[src/rtl/quot_res_recon_pkg.sv]
// rtl/quot_res_recon_pkg.sv - shared types and constants for the divide-by-5 dividend reconstructor
package quot_res_recon_pkg;

    typedef enum logic [1:0] {
        ST_IDLE = 2'd0,
        ST_RUN  = 2'd1,
        ST_DONE = 2'd2
    } state_t;

    localparam int DIV_CONST     = 5;
    localparam int REM_W         = 3;
    localparam int W_DEFAULT     = 64;
    localparam int DIGIT_DEFAULT = 4;
    localparam int NDIGITS       = W_DEFAULT / DIGIT_DEFAULT;

    // Number of quotient digits processed for a given width/digit size.
    function automatic int ndigits(input int w, input int d);
        return w / d;
    endfunction

endpackage

[src/rtl/quot_res_recon_if.sv]
// rtl/quot_res_recon_if.sv - operand/result handshake bundle for quot_res_recon
interface quot_res_recon_if #(
    parameter int W = 64
) ();
    import quot_res_recon_pkg::*;

    logic             in_valid;
    logic             in_ready;
    logic [W-1:0]     in_q;
    logic [REM_W-1:0] in_r;
    logic             out_valid;
    logic             out_ready;
    logic [W+2:0]     out_x;
    logic             out_err;
    logic             busy;

    modport master (
        output in_valid, in_q, in_r, out_ready,
        input  in_ready, out_valid, out_x, out_err, busy
    );

    modport slave (
        input  in_valid, in_q, in_r, out_ready,
        output in_ready, out_valid, out_x, out_err, busy
    );

endinterface

[src/rtl/quot_res_recon_mul5_digit.sv]
// rtl/quot_res_recon_mul5_digit.sv - one digit of 5*d + carry-in, split into sum digit and carry-out
module mul5_digit
    import quot_res_recon_pkg::*;
#(
    parameter int DIGIT = 4
) (
    input  logic [DIGIT-1:0] d,
    input  logic [REM_W-1:0] cin,
    output logic [DIGIT-1:0] s,
    output logic [REM_W-1:0] cout
);

    localparam logic [DIGIT+REM_W-1:0] K = (DIGIT + REM_W)'(DIV_CONST);

    logic [DIGIT+REM_W-1:0] t;

    // 5*(2^DIGIT-1)+7 < 8*2^DIGIT, so DIGIT+3 bits hold the product without loss.
    always_comb begin
        t    = ({{REM_W{1'b0}}, d} * K) + {{DIGIT{1'b0}}, cin};
        s    = t[DIGIT-1:0];
        cout = t[DIGIT+REM_W-1:DIGIT];
    end

endmodule

[src/rtl/quot_res_recon.sv]
// rtl/quot_res_recon.sv - rebuilds x = 5*q + r one quotient digit per cycle
module quot_res_recon
    import quot_res_recon_pkg::*;
#(
    parameter int W     = 64,
    parameter int DIGIT = 4
) (
    input logic              clk,
    input logic              rst,
    quot_res_recon_if.slave  bus
);

    localparam int ND = ndigits(W, DIGIT);
    localparam int IW = (ND > 1) ? $clog2(ND) : 1;
    localparam logic [IW-1:0] LAST_IDX = IW'(ND - 1);

    state_t           state_q, state_d;
    logic [W-1:0]     q_q, q_d;
    logic [W+2:0]     res_q, res_d;
    logic [REM_W-1:0] carry_q, carry_d;
    logic [IW-1:0]    idx_q, idx_d;
    logic             err_q, err_d;

    logic [DIGIT-1:0] dig_s;
    logic [REM_W-1:0] dig_c;

    // The quotient is shifted right each RUN cycle, so the current digit is always the low one.
    mul5_digit #(
        .DIGIT (DIGIT)
    ) u_mul5_digit (
        .d    (q_q[DIGIT-1:0]),
        .cin  (carry_q),
        .s    (dig_s),
        .cout (dig_c)
    );

    // State register and datapath flops; reset aborts any operation in flight.
    always_ff @(posedge clk or posedge rst) begin
        if (rst) begin
            state_q <= ST_IDLE;
            q_q     <= '0;
            res_q   <= '0;
            carry_q <= '0;
            idx_q   <= '0;
            err_q   <= 1'b0;
        end else begin
            state_q <= state_d;
            q_q     <= q_d;
            res_q   <= res_d;
            carry_q <= carry_d;
            idx_q   <= idx_d;
            err_q   <= err_d;
        end
    end

    // Next-state and datapath: capture in IDLE, one digit per RUN cycle, hold in DONE.
    always_comb begin
        state_d = state_q;
        q_d     = q_q;
        res_d   = res_q;
        carry_d = carry_q;
        idx_d   = idx_q;
        err_d   = err_q;

        case (state_q)
            ST_IDLE: begin
                if (bus.in_valid) begin
                    q_d     = bus.in_q;
                    carry_d = bus.in_r;
                    err_d   = (bus.in_r > REM_W'(DIV_CONST - 1));
                    idx_d   = '0;
                    state_d = ST_RUN;
                end
            end
            ST_RUN: begin
                res_d[DIGIT*idx_q +: DIGIT] = dig_s;
                q_d     = q_q >> DIGIT;
                carry_d = dig_c;
                idx_d   = idx_q + IW'(1);
                if (idx_q == LAST_IDX) begin
                    res_d[W+2:W] = dig_c;
                    state_d      = ST_DONE;
                end
            end
            ST_DONE: begin
                if (bus.out_ready) begin
                    state_d = ST_IDLE;
                end
            end
            default: begin
                state_d = ST_IDLE;
            end
        endcase
    end

    assign bus.in_ready  = (state_q == ST_IDLE);
    assign bus.out_valid = (state_q == ST_DONE);
    assign bus.busy      = (state_q != ST_IDLE);
    assign bus.out_x     = res_q;
    assign bus.out_err   = err_q;

endmodule

[src/flat_wrapper.sv]
// flat-port wrapper written by rule: the top's interface ports become plain ports
module quot_res_recon_flat import quot_res_recon_pkg::*;
#(
    parameter int W     = 64,
    parameter int DIGIT = 4
)
  (clk, rst, bus_in_valid, bus_in_q, bus_in_r, bus_out_ready, bus_in_ready, bus_out_valid, bus_out_x, bus_out_err, bus_busy);
  quot_res_recon_if #(.W(W)) bus_i ();
  input logic clk;
  input logic rst;
  input wire logic [$bits(bus_i.in_valid)-1:0] bus_in_valid;
  input wire logic [$bits(bus_i.in_q)-1:0] bus_in_q;
  input wire logic [$bits(bus_i.in_r)-1:0] bus_in_r;
  input wire logic [$bits(bus_i.out_ready)-1:0] bus_out_ready;
  output wire logic [$bits(bus_i.in_ready)-1:0] bus_in_ready;
  output wire logic [$bits(bus_i.out_valid)-1:0] bus_out_valid;
  output wire logic [$bits(bus_i.out_x)-1:0] bus_out_x;
  output wire logic [$bits(bus_i.out_err)-1:0] bus_out_err;
  output wire logic [$bits(bus_i.busy)-1:0] bus_busy;
  assign bus_i.in_valid = bus_in_valid;
  assign bus_i.in_q = bus_in_q;
  assign bus_i.in_r = bus_in_r;
  assign bus_i.out_ready = bus_out_ready;
  assign bus_in_ready = bus_i.in_ready;
  assign bus_out_valid = bus_i.out_valid;
  assign bus_out_x = bus_i.out_x;
  assign bus_out_err = bus_i.out_err;
  assign bus_busy = bus_i.busy;
  quot_res_recon #(.W(W), .DIGIT(DIGIT)) u_core (.clk(clk), .rst(rst), .bus(bus_i));
endmodule
[config.mk]
export PLATFORM = sky130hd
export DESIGN_NAME = quot_res_recon_flat
export DESIGN_NICKNAME = d
export VERILOG_FILES = /design/src/rtl/quot_res_recon_pkg.sv /design/src/rtl/quot_res_recon_if.sv /design/src/rtl/quot_res_recon_mul5_digit.sv /design/src/rtl/quot_res_recon.sv /design/src/flat_wrapper.sv
export SDC_FILE = /design/constraint.sdc
export NUM_CORES = 1
export LEC_CHECK = 0
export BUFFER_PORTS_ARGS = -buffer_cell sky130_fd_sc_hd__clkbuf_2
export CORE_MARGIN = 2
export CORE_UTILIZATION = 54
export DETAILED_ROUTE_END_ITERATION = 8
export PLACE_DENSITY = 0.79
export SLEW_MARGIN = 10
export SYNTH_ARGS = -nofsm -noshare
export SYNTH_HDL_FRONTEND = slang
export SYNTH_SLANG_ARGS = --single-unit
[constraint.sdc]
create_clock -name clk -period 6 [get_ports clk]
set_input_delay 0.6 -clock clk [delete_from_list [all_inputs] [get_ports clk]]
set_output_delay 0.6 -clock clk [all_outputs]
set_load 0.005 [all_outputs]
After elaboration in Yosys (flattened, before gate mapping)
Cells that the tools add are included.

Flip-flop bits (word level): 141. Input port bits: 71. Output and inout bits: 71. Word-level logic and storage cells: 37.

Add/sub/neg operators: 3. Multipliers: 1. $lt $le $gt $ge: 1. Equality and inequality tests: 6. Shift operators: 2. Mux-type cells: 12. Reduce and logical (&&, ||, !) cells: 6.

Operators with widths (number): $pmux W64 S2 (1); $bwmux W67 (1); $shift A4 B34 Y67 const A (1); $shiftx A4 B34 Y67 (1); $mux W64 (1); $neg A6 Y34 (1); $pmux W4 S2 (1); $add A7 B3 Y7 (1); $mul A4 B3 Y7 const B (1); $mux W2 (3); $mux W3 (2); $pmux W2 S3 (1); $pmux W3 S2 (1); $add A4 B1 Y4 const B (1); $eq A4 B4 Y1 const B (1); $mux W4 (1); $ne A2 B2 Y1 const B (2); $reduce_and A2 Y1 (2); $reduce_bool A2 Y1 (2); $gt A3 B3 Y1 const B (1); $reduce_and A3 Y1 (1); $eq A2 B1 Y1 const B (1); $eq A2 B2 Y1 const B (1); $logic_not A2 Y1 (1); $ne A2 B1 Y1 const B (1).

Depth between registers and ports, before layout
Depth after elaboration: 5. Gate-level depth with buffers: 9. Depth with buffers taken out: 8.

By module
A second synthesis with hierarchy kept.

Cell total of the unflattened synthesis: 613. Area total of the unflattened synthesis: 6424.9 sq um.

Modules (own cells, without submodules): quot_res_recon (instances 1, cells an instance 583, area each 6157.2 sq um, sequential area each 3528.4 sq um); mul5_digit (instances 1, cells an instance 30, area each 267.8 sq um, sequential area each 0.0 sq um).

Worst setup path before layout
No wires, ideal clock.

Path type: register -> register. Start: reg u_core.q_q[0]. End: reg u_core.res_q[65], in the netlist u_core.bus.out_x[65]. Library setup time: 0.125 ns. Arrival time: 2.331 ns. Required time: 5.875 ns. Slack: 3.545 ns. Cell stages (with the launch flop): 9. Buffers on the path: 0. Period minus slack after synthesis: 2.455 ns. Cells stage by stage: dfrtp_1 ha_1 ha_1 fa_1 a21o_1 a21oi_1 xnor2_1 a32o_1 mux2_2.

Longest elaborated chain between the ends: 5.

Ends and longest elaborated chain: start, declared (RTL line quot_res_recon.sv:18) `logic [W-1:0] q_q, q_d;`; start signal, assigned (RTL line quot_res_recon.sv:48) `q_q <= q_d;`; $mul A4 B3 Y7 (*) (RTL line quot_res_recon_mul5_digit.sv:19) `t = ({{REM_W{1'b0}}, d} * K) + {{DIGIT{1'b0}}, cin};`; $add A7 B3 Y7 (*) (RTL line quot_res_recon_mul5_digit.sv:19); $shiftx A4 B34 Y67 (RTL line quot_res_recon.sv:76) `res_d[DIGIT*idx_q +: DIGIT] = dig_s;`; $bwmux W67 (RTL line quot_res_recon.sv:76); $mux W3 (*) (RTL line quot_res_recon.sv:80) `if (idx_q == LAST_IDX) begin`; end signal, assigned (RTL line quot_res_recon.sv:49) `res_q <= res_d;`; end, declared (RTL line quot_res_recon.sv:19) `logic [W+2:0] res_q, res_d;`.

Mark *: on every way between the ends. The rest lies on a longest branch, timed or not. A chain may end at the register's enable or synchronous reset.

Final worst setup path
Ends and elaborated chain as after synthesis.

==> impl_metrics.sql <==
INSERT INTO impl_metrics (metric_group, metric, value, unit) VALUES
('finish', 'final_nets', '879', ''),
('worst_setup_path', 'capturing_element_type_of_the_critical_path', 'flip-flop', ''),
('timing', 'post-route-period-util', '43.9', '%'),
('timing', 'timing.hold.ws', '0.212', 'ns'),
('timing', 'final_worst_setup_slack', '3.37', 'ns'),
('detailed_routing', 'via_count', '5240', ''),
('finish', 'insertedDiodeCount', '0', ''),
('timing', 'unrepaired_setup_endpoints_after_global_routing', 'no', ''),
('job', 'count_of_max_cap_constraint_violations', '0', ''),
('worst_setup_path', 'critical_register_to_register_path_startpoint', 'u_core.q_q[0]', ''),
('grt', 'grt_start_max_net_pins', '129', ''),
('finish', 'area_taken_by_multi_input_logic_gates', '0.00277', 'sq mm'),
('detailed_routing', 'drt-pass1-iter-count', '5', ''),
('clocking', 'post_cts.resized_instances', '0', ''),
('worst_setup_path', 'register_to_register_setup_slack', '3.37', 'ns'),
('worst_setup_path', 'cp_max_fo', '3', ''),
('worst_setup_path', 'r2r_cells', '8', ''),
('detailed_routing', 'wl_per_cell', '15.8', 'microns'),
('finish', 'final_cells', '944', ''),
('timing', 'worst_pin_slew', '1.16', 'ns'),
('grt', 'first_pass_grt_wire_length', '25.2', 'mm'),
('detailed_routing', 'initialDrtViolationCount', '313', ''),
('logic_synthesis', 'netlist-cell-type-count', '43', ''),
('timing', 'timing.setup.tns', '0', 'ns'),
('timing', 'hold_viol_final', '0', ''),
('outcome', 'run_status', 'complete, no violations', ''),
('clocking', 'cts.path.max_buffers', '2', ''),
('clocking', 'ctsRootBufferMaster', 'clkbuf_16', ''),
('logic_synthesis', 'synth.top_cells.by_count', 'nand2_1 (169), dfrtp_1 (141), nor2_1 (74)', ''),
('clocking', 'clock_tree.htree_level_count', '4', ''),
('worst_setup_path', 'arrival', '2.94', 'ns'),
('floorplan', 'placeableCoreArea', '0.0119', 'sq mm'),
('timing', 'final-setup-viol-count', '0', ''),
('finish', 'layout-drive-gt1-share', '28.4', '%'),
('placed_design', 'placement.io_buffers', '141', ''),
('clocking', 'number_of_cts_inserted_buffers', '17', ''),
('worst_setup_path', 'crit_path_cell_trace', 'ha_1 > ha_1 > fa_1 > a21o_1 > a21oi_1 > xnor2_1 > a32o_1 > mux2_2', ''),
('worst_setup_path', 'worst_path_dominant_cell_family', 'adder cells', ''),
('worst_setup_path', 'setup.worst_path.start_class', 'flip-flop', ''),
('logic_synthesis', 'synth_largest_type_area_fraction', '54.4', '%'),
('clocking', 'post_cts_buffers', '0', ''),
('finish', 'seq_area', '0.00353', 'sq mm'),
('logic_synthesis', 'mapped_cell_area', '0.00648', 'sq mm'),
('power', 'leak_pwr', '3.87', 'nW'),
('logic_synthesis', 'postSynthCellCount', '662', ''),
('logic_synthesis', 'synth_area_per_cell', '9.79', 'sq um'),
('logic_synthesis', 'synth-async-reset-ratio', '100', '%'),
('placed_design', 'pre_cts_ws', '3.38', 'ns'),
('floorplan', 'design.die.area', '0.0129', 'sq mm'),
('finish', 'fillCellCount', '981', ''),
('grt', 'grt_pass1_vias', '5293', ''),
('logic_synthesis', 'synth.most_common_cell', 'nand2_1', ''),
('logic_synthesis', 'synth_fp_nets', '751', ''),
('clocking', 'worst_skew_pair.late_latency', '0.42', 'ns'),
('detailed_routing', 'drc_errors', '0', ''),
('grt', 'initial_antenna_violation_count', '0', ''),
('power', 'power.density', '583', 'mW/mm^2'),
('worst_setup_path', 'crit_path_max_incr_delay', '0.50', 'ns'),
('placed_design', 'dpl.hpwl', '10.4', 'mm'),
('timing', 'final_period_minus_worst_setup_slack', '2.63', 'ns'),
('worst_setup_path', 'crit_path_start', 'u_core.q_q[0]', ''),
('logic_synthesis', 'yosys_register_bits', '141', ''),
('detailed_routing', 'drt-total-wl', '14.9', 'mm'),
('logic_synthesis', 'synth_edf_count', '0', ''),
('worst_setup_path', 'critical-path-slowest-cell', 'fa_1', ''),
('finish', 'synthToLayoutAreaGrowth', '19.5', '%'),
('clocking', 'cts.sink_count', '141', ''),
('clocking', 'clkTransAtPathRegs', '0.06', 'ns'),
('placed_design', 'placed_instance_count', '918', ''),
('worst_setup_path', 'critPathBufInv', '0', ''),
('floorplan', 'ios', '142', '');
-- per-layer routing --
metal  vias to the layer above  part of all wire, %  track usage [%]
met5                         -                    0                0
met2                       172                   49             40.2
met1                      2532                   43             31.6
met3                        33                  5.5             6.32
met4                         0                  2.5             10.2
li1                       2503                    -                -
-- cell type report --
cell class	count	share of cell area, %
well taps	147	2.37
repair buffers	146	9.59
flip-flops and latches	141	45.5
clock buffers	22	5.99
clock inverters	4	0.258
inverters	10	0.549
multi-input cells	474	35.7
-- report_power, final --
part,total [mW],leakage (nW),internal [mW],switching [mW]
combinational,2.03,1.86,0.805,1.23
clock,0.890,0.243,0.531,0.359
sequential,1.59,1.76,1.34,0.252
-- logic make-up (layout without fill, tap and decap cells) --
family / count (synthesis) / count (layout) / synth area share (%)
and+or+nand+nor: 296 / 296 / 19.3
DFF: 141 / 141 / 54.4
AOI/OAI and AO/OA: 103 / 103 / 10.0
muxes: 50 / 50 / 8.61
buffers and inverters: 47 / 182 / 3.07
adders and majority gates: 18 / 18 / 3.59
xor gates and xnor gates: 7 / 7 / 0.946
-- placed cells by master, fill, tap and decap left out, drive strengths merged --
| cell | netlist | routed |
|---|---|---|
| a2111oi | 1 | 1 |
| a211oi | 1 | 1 |
| a21boi | 1 | 1 |
| a21o | 1 | 1 |
| a21oi | 4 | 4 |
| a22o | 2 | 2 |
| a22oi | 2 | 2 |
| a31oi | 61 | 61 |
| a32o | 1 | 1 |
| and2 | 13 | 13 |
| and2b | 1 | 1 |
| and3 | 6 | 6 |
| buf | 12 | 5 |
| clkbuf | 25 | 163 |
| clkinv | 0 | 4 |
| dfrtp | 141 | 141 |
| fa | 1 | 1 |
| ha | 17 | 17 |
| inv | 10 | 10 |
| mux2 | 46 | 46 |
| mux2i | 4 | 4 |
| nand2 | 169 | 169 |
| nand2b | 3 | 3 |
| nand3 | 16 | 16 |
| nand3b | 1 | 1 |
| nand4 | 3 | 3 |
| nor2 | 75 | 75 |
| nor2b | 2 | 2 |
| nor3 | 4 | 4 |
| nor4 | 2 | 2 |
| o21ai | 26 | 26 |
| o21bai | 1 | 1 |
| o2bb2ai | 1 | 1 |
| o31ai | 1 | 1 |
| or3b | 1 | 1 |
| xnor2 | 4 | 4 |
| xor2 | 3 | 3 |
-- stage by stage --
stage	cell area, sq um	total power, mW	utilization (%)
2_1_floorplan	6480	3.00	-
3_3_place_gp	7260	3.53	61.2
3_5_place_dp	7260	3.62	61.2
4_1_cts	7750	4.53	65.3
5_1_grt	7750	4.88	65.3
6_report	7750	4.51	65.3
-- worst min-delay path by stage --
stage / cells past startpoint / to / slack [ns] / start
after global placement: 2 / u_core.bus.out_x[33] / 0.47 / u_core.bus.out_x[33]
final: 2 / u_core.bus.out_x[55] / 0.21 / rst
after detailed placement: 2 / u_core.bus.out_err / 0.47 / u_core.bus.out_err
after floorplan: 2 / u_core.bus.out_x[35] / 0.46 / u_core.bus.out_x[35]
after global routing: 2 / u_core.bus.out_x[55] / 0.25 / rst
after CTS: 2 / u_core.bus.out_x[55] / 0.22 / rst
-- registers in the layout (all words and copies together), names as in the netlist --
| signal | count |
|---|---|
| u_core.idx_q | 4 |
| u_core.state_q | 2 |
| u_core.q_q | 64 |
| u_core.bus.out_err | 1 |
| u_core.carry_q | 3 |
| u_core.bus.out_x | 67 |
Power figures use the tool's default switching activity.
